File: config.mk
export PLATFORM = sky130hd
export DESIGN_NAME = sad_accum_min
export DESIGN_NICKNAME = d
export VERILOG_FILES = /design/src/rtl/sad_accum_min.sv
export SDC_FILE = /design/constraint.sdc
export NUM_CORES = 1
export LEC_CHECK = 0
export ABC_CLOCK_PERIOD_IN_PS = 2150
export CORE_MARGIN = 5
export CORE_UTILIZATION = 49
export DETAILED_ROUTE_END_ITERATION = 8
export MAX_ROUTING_LAYER = met4
export PLACE_DENSITY = 0.78
export SETUP_SLACK_MARGIN = 0.2
export SLEW_MARGIN = 20
export SYNTH_ARGS = -nofsm -noshare
export SYNTH_HDL_FRONTEND = slang
export SYNTH_SLANG_ARGS = --single-unit
export TNS_END_PERCENT = 30
File: constraint.sdc
create_clock -name clk -period 2.15 [get_ports clk]
set_input_delay 0.43 -clock clk [delete_from_list [all_inputs] [get_ports clk]]
set_output_delay 0.43 -clock clk [all_outputs]
set_load 0.01 [all_outputs]
File: src/rtl/sad_accum_min.sv
// sad_accum_min: sums PE row differences into per-candidate SADs and tracks the minimum across a search
module sad_accum_min #(
    parameter int NUM_PE   = 8,
    parameter int PIXEL    = 8,
    parameter int ROWS     = 8,
    parameter int NUM_CAND = 32,
    parameter int SAD_W    = 16,
    parameter int CAND_W   = 5
) (
    input  logic                    clk,
    input  logic                    rst_n,
    input  logic                    start,
    input  logic [NUM_PE*PIXEL-1:0] abs_in,
    input  logic                    abs_valid,
    output logic                    busy,
    output logic [SAD_W-1:0]        sad_out,
    output logic                    sad_valid,
    output logic [CAND_W-1:0]       sad_idx,
    output logic [SAD_W-1:0]        best_sad,
    output logic [CAND_W-1:0]       best_idx,
    output logic                    done
);
    localparam int RW = (ROWS > 1) ? $clog2(ROWS) : 1;
    typedef enum logic [1:0] {IDLE, ACCUM, DRAIN} state_t;
    state_t            state;
    logic [RW-1:0]     row_cnt;
    logic [CAND_W-1:0] cand_in;
    logic [CAND_W-1:0] cand_cnt;
    logic [SAD_W-1:0]  row_sum;
    logic [SAD_W-1:0]  s1_sum;
    logic [SAD_W-1:0]  acc;
    logic              s1_vld;
    logic              s1_last;
    logic              sad_last;
    logic              take;
    logic              row_last;
    logic              cand_last;
    assign take      = (state == ACCUM) && abs_valid;
    assign row_last  = row_cnt == RW'(ROWS - 1);
    assign cand_last = cand_in == CAND_W'(NUM_CAND - 1);
    // adder tree over the lanes of the incoming row
    always_comb begin
        row_sum = '0;
        for (int i = 0; i < NUM_PE; i++)
            row_sum = row_sum + SAD_W'(abs_in[i*PIXEL +: PIXEL]);
    end
    // control FSM plus stage 1: accept rows, tag the last row of each candidate
    always_ff @(posedge clk or negedge rst_n) begin
        if (!rst_n) begin
            state   <= IDLE;
            busy    <= 1'b0;
            done    <= 1'b0;
            row_cnt <= '0;
            cand_in <= '0;
            s1_vld  <= 1'b0;
            s1_last <= 1'b0;
            s1_sum  <= '0;
        end else if (start) begin
            state   <= ACCUM;
            busy    <= 1'b1;
            done    <= 1'b0;
            row_cnt <= '0;
            cand_in <= '0;
            s1_vld  <= 1'b0;
        end else begin
            done   <= 1'b0;
            s1_vld <= take;
            if (take) begin
                s1_sum  <= row_sum;
                s1_last <= row_last;
                row_cnt <= row_last ? '0 : row_cnt + 1'b1;
                if (row_last) cand_in <= cand_in + 1'b1;
                if (row_last && cand_last) state <= DRAIN;
            end
            if (sad_valid && sad_last) begin
                done  <= 1'b1;
                busy  <= 1'b0;
                state <= IDLE;
            end
        end
    end
    // stage 2: accumulate row sums and publish the candidate SAD on its last row
    always_ff @(posedge clk or negedge rst_n) begin
        if (!rst_n) begin
            acc       <= '0;
            cand_cnt  <= '0;
            sad_out   <= '0;
            sad_idx   <= '0;
            sad_valid <= 1'b0;
            sad_last  <= 1'b0;
        end else if (start) begin
            acc       <= '0;
            cand_cnt  <= '0;
            sad_valid <= 1'b0;
        end else begin
            sad_valid <= s1_vld && s1_last;
            if (s1_vld && s1_last) begin
                sad_out  <= acc + s1_sum;
                sad_idx  <= cand_cnt;
                sad_last <= cand_cnt == CAND_W'(NUM_CAND - 1);
                acc      <= '0;
                cand_cnt <= cand_cnt + 1'b1;
            end else if (s1_vld) begin
                acc <= acc + s1_sum;
            end
        end
    end
    // stage 3: strict-less-than keeps the earliest index on ties
    always_ff @(posedge clk or negedge rst_n) begin
        if (!rst_n) begin
            best_sad <= '1;
            best_idx <= '0;
        end else if (start) begin
            best_sad <= '1;
            best_idx <= '0;
        end else if (sad_valid && sad_out < best_sad) begin
            best_sad <= sad_out;
            best_idx <= sad_idx;
        end
    end
endmodule

==> metrics.md, run 1 <==
| Metric | Value |
|---|---|
| Status | `complete, but fails checks` |
| Failing checks | `negative setup slack` |
| Max FO, Critical Path | `2` |
| Worst-margin pin slew | `roughly 0.55 ns` |
| Synthesis Warnings | `0` |
| Leak | `4.315 nW` |
| Gr busiest metal | `met2` |
| All-Layer GR Usage | `0.2105` |
| Main synth FF type | `dfrtp_1` |
| DRT iter0 DRCs | `318` |
| Die height | `124.6 um` |
| Clk root buf | `clkbuf_16` |
| DR WL/cell | `between 15 and 20 um` |
| Number of flops mapped to enable cells by yosys | `0` |
| WP data arrival | `about 3.9 ns` |
| Largest net degree at the start of global routing | `slightly above 90` |
| Synth Register Bits | `90` |
| Hold/Removal Path Class | `primary input to async pin` |
| Final hold vios | `0` |
| Synth-to-Final Area Change | `41.15%` |
| Number of global-route vias before repair | `approximately 5800` |
| # rows | `41` |
| Initial Util | `0.5057` |
| Skew-Pair Late Insertion Delay | `around 0.34 ns` |
| Gpl congestion | `approximately 0.84` |
| Crit path launch type | `primary input` |
| Fin. max-slew vios | `0` |
| Slew margin rel. | `0.6351` |
| RSZ-0062 raised after global routing | `yes` |
| Post-Route WL | `roughly 16000 um` |
| Placed cell count | `between 900 and 1000` |
| Finish-stage setup viols | `31` |
| Cts hold-fix bufs | `0` |
| Synthesized instance count | `approximately 680` |
| Die area | `approximately 0.016 mm2` |
| Clock sinks | `90` |
| Tmin final | `roughly 3.7 ns` |
| Core area | `around 0.013 mm2` |
| Ys async rst share | `1.000` |
| Commonest non-fill, non-tap cell in the layout | `inv_1` |
| CP required | `between 2 and 2.5 ns` |
| Clk slew on worst S/H paths | `approximately 0.060 ns` |
| Netlist cell types | `54` |
| Maximum vdd drop | `0.7507 mV` |
| Grt ovf | `0` |
| Seq/Total Area, Yosys | `0.3532` |
| Worst setup margin | `-1.503 ns` |
| Vias | `between 5000 and 6000` |
| CTS tree | `yes` |
| PwrDens | `991.7 mW/mm2` |
| I/O pins | `113` |
| Fraction of layout cells with a size suffix above 1 | `0.2963` |
| Setup CP Type | `primary input to flop` |
| Die width | `124.6 um` |
| # H-tree levels | `3` |
| Syn avg cell area | `9.475 um2` |
| Crit end category | `flop` |
| Port Buffers | `roughly 110` |
| Synthesized net count | `about 840` |
| Final instance area | `approximately 0.0091 mm2` |
| Synthesized cell area | `about 0.0064 mm2` |
| Global-route wire length before repair | `between 20000 and 30000 um` |
| GR Util met1 | `0.2428` |
| F_max | `~270 MHz` |
| Final HPWL DP | `roughly 11000 um` |
| Vias per cell | `5.278` |
| Post-route DRC | `0` |
| Design Power | `~0.009 W` |
| Max-cap viol count | `0` |
| Met2 Use GR | `0.3750` |
| Initial antenna violation count | `0` |
| Tcrit/Tclk final | `1.699` |
| N_diodes | `0` |
| Commonest cells after routing, fill and taps aside | `84 x inv_1, 74 x dfrtp_1, 65 x nand2_1, 62 x buf_4, 57 x nor2_1` |
| Met3 Track Usage GR | `0.03130` |
| Setup Skew | `roughly 0.0085 ns` |
| Final net count | `roughly 1000` |
| Final ANT Viol Nets | `0` |
| Drt first pass iters | `4` |
| Final std cells w/o fill | `between 1000 and 1500` |
| Clock Path Buffers | `2` |
| CTS Buf Count | `9` |
| Placement-stage cell area | `0.008119 mm2` |
==> worst max-delay path, stage by stage <==
cell,delay (ns)
buf_6,0.07
inv_2,0.03
fa_1,0.54
inv_2,0.04
fa_1,0.48
fa_1,0.51
inv_2,0.05
fa_1,0.51
inv_2,0.05
ha_4,0.15
fa_2,0.34
a21o_1,0.19
a21oi_2,0.16
buf_4,0.13
xor2_1,0.12
o21ai_1,0.07
==> cell families after synthesis <==
family / Yosys count / synth area share
compound gates: 106 / 0.1107
xor+xnor: 14 / 0.01906
fa+ha+maj: 91 / 0.2330
buf+inv: 147 / 0.08868
flops: 90 / 0.3532
mux: 32 / 0.05056
simple gates: 199 / 0.1449
==> area by class of cell <==
type	instances	area (um2)
multi-input combinational	442	4174
fill	896	3641
sequential	90	2272
timing repair buffer	180	1628
inverter	126	488.0
clock buffer	11	242.7
tap	172	215.2
clock inverter	5	61.31
==> metal layers <==
metal | share of wire | wire (um) | up-vias
met3 | 0.054 | 874 | 44
met4 | 0.029 | 472 | 0
li1 | - | - | 2547
met2 | 0.53 | 8693 | 198
met5 | 0 | 0 | -
met1 | 0.38 | 6229 | 2626
==> cell usage after synthesis, drive strengths merged, types with 2 or more instances <==
library cell / n / area, um2
a2111oi: 2 / 42.54
a211oi: 7 / 52.55
a21boi: 2 / 15.01
a21o: 7 / 52.55
a21oi: 31 / 158.9
a22o: 7 / 61.31
a31o: 2 / 17.52
a31oi: 4 / 25.02
and2: 3 / 18.77
and3: 4 / 25.02
buf: 6 / 41.28
clkbuf: 15 / 56.30
dfrtp: 74 / 1852
dfstp: 16 / 420.4
fa: 48 / 960.9
ha: 43 / 538.0
inv: 125 / 469.2
mux2: 4 / 45.04
mux2i: 28 / 280.3
nand2: 69 / 259.0
nand2b: 15 / 101.3
nand3: 14 / 70.07
nand3b: 2 / 15.01
nand4: 6 / 37.54
nor2: 60 / 225.2
nor2b: 2 / 12.51
nor3: 6 / 30.03
o211ai: 6 / 45.04
o21a: 2 / 15.01
o21ai: 25 / 125.1
o221ai: 2 / 17.52
o31ai: 4 / 30.03
or2: 3 / 18.77
or3: 8 / 50.05
or4: 3 / 22.52
xnor2: 7 / 61.31
xor2: 7 / 61.31
==> power by group <==
part           switching (W)  internal (W)
Clock               0.000658      0.000939
Combinational        0.00268       0.00271
Sequential          0.000160       0.00185
==> flip-flops by register name (all words and copies together) (netlist names) <==
register / cells
sad_out: 16
state: 2
row_cnt: 3
s1_last: 1
s1_vld: 1
cand_cnt: 5
cand_in: 5
sad_last: 1
busy: 1
acc: 16
best_idx: 5
done: 1
sad_idx: 5
s1_sum: 11
sad_valid: 1
best_sad: 16
==> metrics by stage <==
step	setup TNS [ns]	setup WS [ns]	util	hold WS [ns]
after floorplan	-13.37	-1.661	-	0.1344
after global placement	-21.28	-2.328	0.6382	0.4601
after detailed placement	-23.30	-2.471	0.6382	0.4797
after CTS	-14.07	-1.512	0.6960	0.1515
after global routing	-17.75	-1.653	0.7138	0.1601
final	-14.47	-1.503	0.7138	0.1213
==> worst paths after layout <==
path                                          from                        to  slack [ns]  cells past startpoint
max reg2reg                best_sad[9]$_DFFE_PN1P_   best_idx[2]$_DFFE_PN0P_       -0.13                      9
max in group asynchronous                    rst_n  best_sad[14]$_DFFE_PN1P_        1.65                      2
min reg2reg                  s1_sum[5]$_DFFE_PN0P_     s1_sum[5]$_DFFE_PN0P_        0.50                      2
min in group clk                             start   cand_cnt[4]$_DFFE_PN0P_        0.41                      2
min                                          rst_n    sad_out[1]$_DFFE_PN0P_        0.12                      2
max                                     abs_in[10]     s1_sum[6]$_DFFE_PN0P_       -1.50                     16
==> repair_timing <==
item	CTS	global route
buffers inserted	9	6
cloned	2	1
resized for setup	211	46
setup endpoints to repair	57	56
pin swaps	91	44
Note: power is estimated with default switching activity, not from simulation.
==> run 2, diff against run 1 <==
--- a/config.mk
+++ b/config.mk
@@ -10,8 +10,9 @@
 export CORE_UTILIZATION = 49
 export DETAILED_ROUTE_END_ITERATION = 8
 export MAX_ROUTING_LAYER = met4
-export PLACE_DENSITY = 0.78
+export PLACE_DENSITY = 0.84
 export SETUP_SLACK_MARGIN = 0.2
+export SKIP_CTS_REPAIR_TIMING = 1
 export SLEW_MARGIN = 20
 export SYNTH_ARGS = -nofsm -noshare
 export SYNTH_HDL_FRONTEND = slang
==> metrics.md, run 2 (synthesis results as in run 1) <==
| Metric | Value |
|---|---|
| Initial Util | `0.5057` |
| Setup CP Type | `primary input to flop` |
| Final hold vios | `0` |
| PwrDens | `974.8 mW/mm2` |
| Die height | `about 120 um` |
| Tmin final | `3.765 ns` |
| CP Depth | `16` |
| I/O pins | `113` |
| Failing checks | `negative setup slack` |
| Switching Power | `roughly 0.0034 W` |
| Cells along the critical path | `buf_4 > inv_8 > fa_1 > inv_1 > fa_1 > fa_1 > inv_2 > fa_1 > inv_2 > ha_4 > fa_2 > a21o_1 > a21oi_4 > buf_6 > xor2_1 > o21ai_1` |
| DR WL/cell | `about 15 um` |
| Vias | `roughly 5300` |
| Switching fraction of total power | `0.3916` |
| Global-route wire length before repair | `23270 um` |
| Commonest non-fill, non-tap cell in the layout | `dfrtp_1` |
| Worst Path Buf+Inv | `6` |
| Fin. max-slew vios | `0` |
| Clk pwr share | `0.179` |
| Gpl congestion | `approximately 0.91` |
| Clk root buf | `clkbuf_16` |
| Skew-Pair Late Insertion Delay | `between 0.3 and 0.4 ns` |
| # rows | `41` |
| Cell Int Power | `around 0.0053 W` |
| Maximum vdd drop | `about 0.81 mV` |
| Status | `complete, but fails checks` |
| Number of global-route vias before repair | `5118` |
| Fraction of layout cells with a size suffix above 1 | `0.2825` |
| Commonest cells after routing, fill and taps aside | `74 x dfrtp_1, 72 x inv_1, 66 x nand2_1, 61 x buf_4, 59 x nor2_1` |
| Worst-margin pin slew | `1.094 ns` |
| Crit end category | `flop` |
| Most used cell, CP | `fa_1` |
| Synth-to-Final Area Change | `40.00%` |
| CTS Buf Count | `9` |
| DRT iter0 DRCs | `approximately 290` |
| Core area | `around 0.013 mm2` |
| Setup TNS Final | `-14.70 ns` |
| Post-Route WL | `between 15000 and 20000 um` |
| Initial antenna violation count | `0` |
| Leak | `~4.5 nW` |
| Final net count | `around 1000` |
| Drt first pass iters | `5` |
| Design Power | `about 0.0088 W` |
| Die width | `~120 um` |
| Post-route DRC | `0` |
| CTS tree | `yes` |
| RSZ-0062 raised after global routing | `yes` |
| Finish-stage setup viols | `32` |
| Footprint of the multi-input gates | `roughly 0.0040 mm2` |
| Clock Path Buffers | `2` |
| Clk slew on worst S/H paths | `0.07 ns` |
| FF-to-FF path depth | `9` |
| N_diodes | `0` |
| Port Buffers | `approximately 110` |
| Register area | `roughly 0.0023 mm2` |
| Vias per cell | `~5.2` |
| F_max | `265.6 MHz` |
| Die area | `0.01552 mm2` |
| # H-tree levels | `3` |
| CP max stage cell | `fa_1` |
| All-Layer GR Usage | `0.1830` |
| Largest stage delay, worst path | `around 0.53 ns` |
| Crit path launch type | `primary input` |
| Worst setup margin | `-1.615 ns` |
| Family with the most delay on the worst path | `adder cells` |
| CP required | `between 2 and 2.5 ns` |
| Grt ovf | `0` |
| Comb power frac | `0.593` |
| Setup Skew | `roughly 0.006 ns` |
| WP data arrival | `between 3 and 4 ns` |
| Biggest regs | `acc (16), best_sad (16), sad_out (16)` |
| Largest net degree at the start of global routing | `47` |
| Hold/Removal Path Class | `primary input to async pin` |
| Max-cap viol count | `0` |
| Max FO, Critical Path | `2` |
| Tcrit/Tclk final | `1.751` |
| Slew margin rel. | `0.2680` |
| Sequential share of power | `0.228` |
| Final ANT Viol Nets | `0` |
| Clock sinks | `90` |
| Final HPWL DP | `around 11000 um` |
| Fillers | `around 860` |
-- run 2: cell types whose count changed in the layout (fill, tap and decap cells not counted), moves of 7 or more --
cell and delta:
buf_2 -11, dlygate4sd2_1 -21, ha_4 -7, clkdlybuf4s15_1 -11, dlymetal6s2s_1 +45, inv_1 -12
clkdlybuf4s50_1 -7, inv_2 +11
-- run 2: per-layer routing --
layer / global-route usage / part of all wire / up-vias
li1: - / - / 2552
met1: 0.2248 / 0.41 / 2616
met2: 0.3111 / 0.52 / 153
met3: 0.02830 / 0.045 / 22
met4: 0.05932 / 0.017 / 0
met5: - / 0 / -
-- run 2: path summary, 6_finish.rpt --
kind | start | end | slack (ns)
min reg2reg | sad_last$_DFFE_PN0P_ | state[1]$_DFFE_PN0P_ | 0.50
min | rst_n | best_idx[4]$_DFFE_PN0P_ | 0.09
max reg2reg | best_sad[6]$_DFFE_PN1P_ | best_sad[10]$_DFFE_PN1P_ | -0.16
min in group clk | sad_last$_DFFE_PN0P_ | state[1]$_DFFE_PN0P_ | 0.50
max in group asynchronous | rst_n | s1_sum[2]$_DFFE_PN0P_ | 1.40
max | abs_in[42] | s1_sum[6]$_DFFE_PN0P_ | -1.61
-- run 2: power by group through the flow --
stage	Clock, W	Sequential [W]	Combinational [W]
after floorplan	0	0.00196	0.00267
after global placement	0	0.00198	0.00382
after detailed placement	0	0.00199	0.00397
after CTS	0.00159	0.00196	0.00400
after global routing	0.00167	0.00201	0.00574
final	0.00157	0.00200	0.00521
-- run 2: worst reg2reg max path, delay by kind of cell, from the launching register on --
family,cells,cell delay [ns]
buffers and inverters,3,0.35
AO/OA/AOI/OAI,1,0.30
flip-flops,1,0.55
adder cells (fa/ha/maj),1,0.31
multiplexers,1,0.17
AND/OR/NAND/NOR,3,0.54
-- run 2: area by class of cell --
class / count / area share
multi-input combinational: 442 / 0.4423
clock buffer: 10 / 0.02542
clock inverter: 6 / 0.007223
timing repair buffer: 179 / 0.1945
inverter: 126 / 0.05445
tap: 172 / 0.02389
sequential: 90 / 0.2523
-- run 2: through the flow --
| stage | area, um2 | setup WS, ns | hold slack (ns) | instances | util |
|---|---|---|---|---|---|
| finish | 9007 | -1.615 | 0.08593 | 1025 | 0.7080 |
| global route | 9007 | -1.706 | 0.1271 | 1025 | 0.7080 |
| CTS | 8518 | -2.043 | 0.09371 | 1022 | 0.6696 |
| detailed placement | 8224 | -2.410 | 0.4646 | 1006 | 0.6464 |
| global placement | 8224 | -2.329 | 0.4613 | 1006 | 0.6464 |
| floorplan | 6487 | -1.661 | 0.1344 | 679 | - |
